File: src/rtl/wb_pkg.sv
// Shared types and sizes for the register-file writeback path.
package wb_pkg;

  localparam int XLEN = 32;
  localparam int NREG = 32;
  localparam int AW   = 5;

  typedef struct packed {
    logic [AW-1:0]   wa;
    logic [XLEN-1:0] wd;
  } wb_req_t;

endpackage

File: src/rtl/wb_fifo.sv
// Small circular FIFO holding long-latency results until the write port is free.
module wb_fifo
  import wb_pkg::*;
#(
  parameter int DEPTH = 2
) (
  input  logic    clk,
  input  logic    rst_n,
  input  logic    push,
  input  logic    pop,
  input  wb_req_t din,
  output wb_req_t dout,
  output logic    full,
  output logic    empty
);

  localparam int PW = (DEPTH > 1) ? $clog2(DEPTH) : 1;
  localparam int CW = $clog2(DEPTH + 1);

  wb_req_t        mem [DEPTH];
  logic [PW-1:0]  wr_ptr;
  logic [PW-1:0]  rd_ptr;
  logic [CW-1:0]  count;
  logic           do_push;
  logic           do_pop;

  // Explicit wrap keeps the pointers correct for any DEPTH, not only powers of 2.
  function automatic logic [PW-1:0] bump(input logic [PW-1:0] p);
    return (p == PW'(DEPTH - 1)) ? '0 : p + 1'b1;
  endfunction

  assign full    = (count == CW'(DEPTH));
  assign empty   = (count == '0);
  assign do_push = push & ~full;
  assign do_pop  = pop & ~empty;
  assign dout    = mem[rd_ptr];

  always_ff @(posedge clk or negedge rst_n) begin
    if (!rst_n) begin
      wr_ptr <= '0;
      rd_ptr <= '0;
      count  <= '0;
    end else begin
      if (do_push) wr_ptr <= bump(wr_ptr);
      if (do_pop)  rd_ptr <= bump(rd_ptr);
      case ({do_push, do_pop})
        2'b10:   count <= count + 1'b1;
        2'b01:   count <= count - 1'b1;
        default: count <= count;
      endcase
    end
  end

  always_ff @(posedge clk) begin
    if (do_push) mem[wr_ptr] <= din;
  end

endmodule

File: src/rtl/wb_arbiter.sv
// Writeback arbiter: ALU results win the write port, queued long-latency results fill idle cycles.
module wb_arbiter
  import wb_pkg::*;
#(
  parameter int XLEN  = wb_pkg::XLEN,
  parameter int DEPTH = 2
) (
  input  logic            clk,
  input  logic            rst_n,
  input  logic            alu_we,
  input  logic [4:0]      alu_wa,
  input  logic [XLEN-1:0] alu_wd,
  input  logic            iss_valid,
  input  logic [4:0]      iss_wa,
  input  logic            lu_valid,
  output logic            lu_ready,
  input  logic [4:0]      lu_wa,
  input  logic [XLEN-1:0] lu_wd,
  input  logic [4:0]      ra1,
  input  logic [4:0]      ra2,
  output logic            hazard,
  output logic            we3,
  output logic [4:0]      wa3,
  output logic [XLEN-1:0] wd3
);

  wb_req_t          lu_req;
  wb_req_t          head;
  logic             full;
  logic             empty;
  logic             push;
  logic             pop;
  logic             win_we;
  logic [4:0]       win_wa;
  logic [XLEN-1:0]  win_wd;
  logic [NREG-1:0]  pending;
  logic [NREG-1:0]  pending_next;

  assign lu_req.wa = lu_wa;
  assign lu_req.wd = lu_wd;
  assign lu_ready  = ~full;
  assign push      = lu_valid & ~full;
  assign pop       = ~alu_we & ~empty;

  wb_fifo #(.DEPTH(DEPTH)) u_fifo (
    .clk   (clk),
    .rst_n (rst_n),
    .push  (push),
    .pop   (pop),
    .din   (lu_req),
    .dout  (head),
    .full  (full),
    .empty (empty)
  );

  // A popped x0 head still leaves the FIFO; it just never raises we3.
  always_comb begin
    win_we = 1'b0;
    win_wa = '0;
    win_wd = '0;
    if (alu_we) begin
      win_we = (alu_wa != '0);
      win_wa = alu_wa;
      win_wd = alu_wd;
    end else if (!empty) begin
      win_we = (head.wa != '0);
      win_wa = head.wa;
      win_wd = head.wd;
    end
  end

  always_ff @(posedge clk or negedge rst_n) begin
    if (!rst_n) begin
      we3 <= 1'b0;
      wa3 <= '0;
      wd3 <= '0;
    end else begin
      we3 <= win_we;
      if (win_we) begin
        wa3 <= win_wa;
        wd3 <= win_wd;
      end
    end
  end

  // Set is applied after clear so a reissue of the same register keeps it pending.
  always_comb begin
    pending_next = pending;
    if (pop && head.wa != '0) pending_next[head.wa] = 1'b0;
    if (iss_valid && iss_wa != '0) pending_next[iss_wa] = 1'b1;
    pending_next[0] = 1'b0;
  end

  always_ff @(posedge clk or negedge rst_n) begin
    if (!rst_n) pending <= '0;
    else        pending <= pending_next;
  end

  assign hazard = pending[ra1] | pending[ra2] | (alu_we & pending[alu_wa]);

endmodule

File: config.mk
export PLATFORM = sky130hd
export DESIGN_NAME = wb_arbiter
export DESIGN_NICKNAME = d
export VERILOG_FILES = /design/src/rtl/wb_pkg.sv /design/src/rtl/wb_fifo.sv /design/src/rtl/wb_arbiter.sv
export SDC_FILE = /design/constraint.sdc
export NUM_CORES = 1
export LEC_CHECK = 0
export BUFFER_PORTS_ARGS = -buffer_cell sky130_fd_sc_hd__buf_2
export CORE_ASPECT_RATIO = 1.4
export CORE_MARGIN = 2
export CORE_UTILIZATION = 50
export CTS_CLUSTER_DIAMETER = 60
export DETAILED_ROUTE_END_ITERATION = 8
export GPL_TIMING_DRIVEN = 1
export HOLD_SLACK_MARGIN = 0.06
export PLACE_DENSITY = 0.81
export RECOVER_POWER = 25
export SKIP_LAST_GASP = 1
export SLEW_MARGIN = 20
export SYNTH_ARGS = -nofsm -noshare
export SYNTH_HDL_FRONTEND = slang
export SYNTH_HIERARCHICAL = 1
export SYNTH_SLANG_ARGS = --single-unit
File: constraint.sdc
create_clock -name clk -period 7.55 [get_ports clk]
set_clock_uncertainty 0.1 [all_clocks]
set_input_delay 1.51 -clock clk [delete_from_list [all_inputs] [get_ports clk]]
set_output_delay 1.51 -clock clk [all_outputs]
set_load 0.01 [all_outputs]
Word level (Yosys, flattened, before mapping)
Memories as Yosys holds them, arrays and structs flattened.
Index checks and enable logic that the tools add are counted.
{"block": "word_totals", "ff_bits": 73, "latchBits": 0, "ramBits": 74, "rom_bits": 0, "elab_cells": 67, "memories": 1}
{"block": "classes", "addsub": 4, "mul": 0, "n_div": 0, "magnitude_cmp": 7, "eq_ne": 3, "shift": 0, "muxes": 23, "bitwise": 13, "reduce_logical": 9}
{"name": "u_fifo.mem", "words": 2, "word_bits": 37, "read_ports": 1, "rd_clocked_by_memory_dff": 0, "write_ports": 1, "line_no": "wb_fifo.sv:20", "rtl": "wb_req_t mem [DEPTH];"}
{"op": "32-bit two-way mux", "count": 4}
{"op": "32-bit bitwise AND", "count": 1}
{"op": "32-bit inverter", "count": 1}
{"op": "32-bit bitwise OR", "count": 1}
{"op": "5-bit by 6-bit less-than comparator with 1-bit output (second input constant)", "count": 5}
{"op": "1-bit binary-select mux with 5-bit select", "count": 3}
{"op": "5-bit nonzero test", "count": 3}
{"op": "1-bit two-way mux", "count": 11}
{"op": "1-bit demux with 5-bit select", "count": 2}
{"op": "5-bit by 1-bit >= comparator with 1-bit output (second input constant)", "count": 2}
{"op": "5-bit two-way mux", "count": 2}
{"op": "1-bit bitwise AND", "count": 5}
{"op": "2-bit == test (second input constant)", "count": 2}
{"op": "1-bit logical AND", "count": 4}
{"op": "2-bit one-hot mux with 2 select lines", "count": 1}
{"op": "1-bit inverter", "count": 3}
{"op": "1-bit adder (second input constant)", "count": 2}
{"op": "2-bit by 1-bit adder with 2-bit output (second input constant)", "count": 1}
{"op": "2-bit by 1-bit == test with 1-bit output (second input constant)", "count": 1}
{"op": "2-bit zero test", "count": 1}
{"op": "1-bit bitwise OR", "count": 2}
{"op": "2-bit nonzero test", "count": 1}
{"op": "2-bit by 1-bit subtractor with 2-bit output (second input constant)", "count": 1}

Logic depth before layout (Yosys ltp)
An unclocked memory read counts as a cell.
{"block": "depth", "depth_word": 10, "ltp_mapped": 10}

Hierarchy
The synthesis kept the hierarchy.
{"module": "wb_arbiter", "n_inst": 1, "cells_each": 363, "area_each_um2": 3779.9, "seq_area_each_um2": 1726.7}
{"module": "wb_fifo", "n_inst": 1, "cells_each": 133, "area_each_um2": 2949.1, "seq_area_each_um2": 2322.2}

Worst setup path after synthesis
No wires, ideal clock.
{"block": "synth_timing", "path_type": "in2out", "startpoint": "input ra2[0]", "endpoint": "output hazard", "arrival_time_ps": 2789, "setup_slack_ps": 3151, "stages": 5, "n_path_buf": 1, "cell_sequence": "buf_2 > mux4_2 > mux2_2 > a31oi_1 > nand4_1"}
{"block": "synth_via", "elab_chain_cells": 4}
{"element": "start, declared", "line_no": "wb_arbiter.sv:20", "rtl": "input logic [4:0] ra2,"}
{"element": "1-bit binary-select mux with 5-bit select", "line_no": "wb_arbiter.sv:99", "rtl": "assign hazard = pending[ra1] | pending[ra2] | (alu_we & pending[alu_wa]);"}
{"element": "1-bit two-way mux (not written as such)", "line_no": "wb_arbiter.sv:99"}
{"element": "1-bit bitwise OR (2 in a row)", "line_no": "wb_arbiter.sv:99"}
{"element": "end, declared", "line_no": "wb_arbiter.sv:21", "rtl": "output logic hazard,"}
Every way passes these cells. The select of a mux whose other input is x is not followed.

==> tab_implementation.tex <==
\begin{tabular}{lr}
\hline
Metric & Value \\
\hline
\multicolumn{2}{l}{\textbf{Worst setup path}} \\
End of the worst register-to-register path & wd3[22]\$\_DFFE\_PN0P\_ \\
Startpoint of the most critical register-to-register path & u\_fifo/rd\_ptr\$\_DFFE\_PN0P\_ \\
Critical path start-end classification & in -> async \\
Worst setup path endpoint & u\_fifo/rd\_ptr\$\_DFFE\_PN0P\_ \\
Launching element type of the critical path & input pin \\
Worst path slowest cell & clkbuf\_1 \\
Largest stage delay, worst path & 2.80 ns \\
Buf/Inv on CP & 1 \\
Kind of cell with the highest combined delay on the critical path & buffers and inverters \\
Critical-path maximum fanout & 73 \\
Launching element of the worst setup path & rst\_n \\
Number of logic stages on the critical path including buffering & 1 \\
Kind of end point of the critical path & asynchronous set/reset pin \\
R2r setup slk & approximately 2.9 ns \\
Worst-case reg-to-reg path depth & 7 \\
Critical Path AT & 4.37 ns \\
Cells along the critical path & clkbuf\_1 \\
Endpoint required time on the critical path & around 6.7 ns \\
\multicolumn{2}{l}{\textbf{Run status}} \\
Violations in the final reports & max-capacitance violations, max-slew violations \\
Outcome & finished, violations left \\
\multicolumn{2}{l}{\textbf{Synthesis}} \\
Primary flip-flop cell chosen by synthesis mapping & edfxtp\_1 \\
Most instantiated cells after synthesis & 74 x edfxtp\_1, 73 x dfrtp\_1, 69 x nor2\_1 \\
Synthesized netlist net count & approximately 600 \\
Mean cell area of the mapped netlist & 13.57 um2 \\
Post-synth design cell area & around 0.0067 mm2 \\
\#FFs+latches synth & 147 \\
Count of synthesis-stage warnings from yosys & 6 \\
Proportion of register bits with asynchronous set or reset after synthesis & around half \\
Share of the synthesized area in the top cell type & around a third \\
Library cell with the largest summed area after synthesis & edfxtp\_1 \\
Count leader, synth & edfxtp\_1 \\
Top cells by area, synth & edfxtp\_1 33\%, dfrtp\_1 27\%, mux4\_2 6.7\% \\
Synth Instances & slightly below 500 \\
Seq/Total Area, Yosys & $\sim$60\% \\
Count of different cell masters after synthesis & 44 \\
Number of enable flip-flop cells after synthesis & 74 \\
\multicolumn{2}{l}{\textbf{Power}} \\
Proportion of power drawn by the clock network & $\sim$28\% \\
Combinational cell fraction of total power & between 20\% and 30\% \\
Power density relative to cell area & around 400 mW/mm2 \\
Switching Share & 32.70\% \\
Leakage Power & between 3 and 4 nW \\
Net switching power figure & 1.044 mW \\
Sequential Power Share & 42.9\% \\
Internal power of the cells & roughly 2.1 mW \\
Worst ir drop on vdd & 0.2923 mV \\
\multicolumn{2}{l}{\textbf{Floorplanning}} \\
Total die area & 0.01441 mm2 \\
Die Y-Extent & around 140 um \\
Initial Util & a little over 50\% \\
Area of the core region & about 0.013 mm2 \\
Number of top-level design ports & 134 \\
Die Span X & about 100 um \\
FP Rows & 50 \\
\multicolumn{2}{l}{\textbf{Route}} \\
Wirelength, routed & approximately 17000 um \\
Routed wire length per instance & roughly 20 um \\
Number of vias per cell & about 5.9 \\
Number of iterations in the first detailed-routing pass & 5 \\
Met3 wire len & 1098 um \\
WL met1 & slightly above 6000 um \\
Residual DRC count & 0 \\
Number of nets with antenna violations after routing & 0 \\
Top routing layer in use & met4 \\
Detailed route wirelength on metal2 & $\sim$9000 um \\
1st-iter DRT viols & approximately 280 \\
Via count & 4795 \\
\multicolumn{2}{l}{\textbf{STA}} \\
Slew Viols, Final & 74 \\
Final critical-path share of the clock period & $\sim$70\% \\
Crit path time final & between 5 and 6 ns \\
Finish-stage setup viols & 0 \\
Measured slew at the worst slew-check pin & $\sim$4.1 ns \\
Final Worst Setup Slack & $\sim$2.3 ns \\
Count of final hold-check violations & 0 \\
Unrepaired setup endpoints after global routing & false \\
Sum Neg Setup Slack & 0 ns \\
Fmax achieved & roughly 190 MHz \\
Max-slew headroom & -171.2\% \\
\multicolumn{2}{l}{\textbf{Placed design}} \\
I/O Buffers & between 100 and 150 \\
Standard cell area after detailed placement & roughly 0.0075 mm2 \\
Last weighted congestion value of the routability-driven placer & $\sim$0.90 \\
Dpl cells & slightly below 800 \\
HPWL reported at the end of detailed placement & $\sim$11000 um \\
Setup Slack @ Placement & between 2 and 3 ns \\
\multicolumn{2}{l}{\textbf{Global route}} \\
All-Layer GR Usage & roughly a quarter \\
Number of global-route vias before repair & 5139 \\
Largest net degree at the start of global routing & 74 \\
Wire length of the first global-routing pass & 26510 um \\
Initial antenna violation count & 0 \\
GRT Residual Overflow & 0 \\
\multicolumn{2}{l}{\textbf{Layout}} \\
Filler instances & around 1100 \\
Summed area of non-filler cells in the final layout & 0.008075 mm2 \\
Diodes inserted & 0 \\
Count of nets after finishing & slightly above 700 \\
Layout overhead on the synthesized area & 20.01\% \\
Post-route core utilization & 60.89\% \\
Final non-filler cell total & $\sim$820 \\
Layout cell share with drive strength beyond 1 & between 30\% and 40\% \\
\multicolumn{2}{l}{\textbf{Clock network}} \\
Clk Latency, worst-skew pair & between 0.4 and 0.5 ns \\
Post-CTS resize count & 0 \\
Clock sink count & between 100 and 150 \\
Clock tree from TritonCTS & done \\
TritonCTS Buffers & 17 \\
Total setup buffers inserted after CTS & 0 \\
Number of buffers inserted by hold repair at cts & 0 \\
H-tree levels & 4 \\
Clock transition at path regs & 0.06 ns \\
CTS Root Cell & clkbuf\_16 \\
Bufs on Longest Clock Path & 2 \\
\multicolumn{2}{l}{\textbf{Hold path}} \\
HP Class & reg -> reg \\
Worst hold path startpoint & wd3[3]\$\_DFFE\_PN0P\_ \\
\multicolumn{2}{l}{\textbf{Job}} \\
Max-cap check violation count & 1 \\
\hline
\end{tabular}
per-stage QoR:
step / hold WS (ns) / total power [mW]
final: 0.4078 / 3.194
after global routing: 0.4306 / 3.355
after detailed placement: 0.3908 / 2.299
after CTS: 0.4057 / 3.203
after floorplan: 0.3608 / 1.965
after global placement: 0.3610 / 2.251
placed cells by master, fill, tap and decap left out, types with 17 or more instances in the layout:
master,synthesis,layout
edfxtp_1,74,74
dfrtp_1,73,72
nor2_1,69,68
clkbuf_16,0,17
buf_2,14,111
o21ai_0,62,62
clkbuf_1,5,23
mux2_2,20,20
a221oi_1,32,32
mux2_4,20,20
mux4_2,20,20
power groups by stage:
stage	Combinational (mW)	Clock [mW]	Sequential, mW
floorplan	0.667	0	1.30
global placement	0.883	0	1.37
detailed placement	0.918	0	1.38
CTS	0.925	0.908	1.37
global route	1.02	0.938	1.40
finish	0.929	0.894	1.37
registers in the layout, indices dropped and copies added, names as in the netlist:
signal and cells:
pending 31, u_fifo/count 2, u_fifo/mem 74, u_fifo/rd_ptr 1, u_fifo/wr_ptr 1, wa3 5
wd3 32, we3 1
cell type report:
class / instances / area (um2) / share of cell area (%)
sequential: 147 / 4050 / 50.15
multi-input combinational: 318 / 2495 / 30.90
timing repair buffer: 134 / 658.1 / 8.150
clock buffer: 18 / 429.2 / 5.315
tap: 182 / 227.7 / 2.820
clock inverter: 13 / 200.2 / 2.479
inverter: 4 / 15.01 / 0.1859
cells by family (layout without fill, tap and decap cells):
| group | after synthesis | in the layout | share of synthesized area (%) |
|---|---|---|---|
| buffers and inverters | 31 | 169 | 2.882 |
| flip-flops | 147 | 147 | 60.17 |
| multiplexers | 69 | 69 | 15.84 |
| XOR/XNOR | 5 | 5 | 0.6509 |
| AND/OR/NAND/NOR | 131 | 131 | 9.427 |
| AO/OA/AOI/OAI | 112 | 112 | 10.84 |
| adder cells (fa/ha/maj) | 1 | 1 | 0.1859 |
how the worst min path moves through the flow:
stage | endpoint | depth (start not counted)
floorplan | u_fifo/wr_ptr$_DFFE_PN0P_ | 1
global placement | wd3[30]$_DFFE_PN0P_ | 2
detailed placement | wa3[0]$_DFFE_PN0P_ | 2
CTS | wa3[0]$_DFFE_PN0P_ | 2
global route | wa3[4]$_DFFE_PN0P_ | 1
finish | wd3[3]$_DFFE_PN0P_ | 2
routing by layer:
metal  track usage [%]  vias to the layer above
met3             5.665                       35
met2             41.59                      214
met5                 0                        -
met4             11.58                        0
met1             28.73                     2387
li1                  -                     2159
Power figures use the tool's default switching activity.
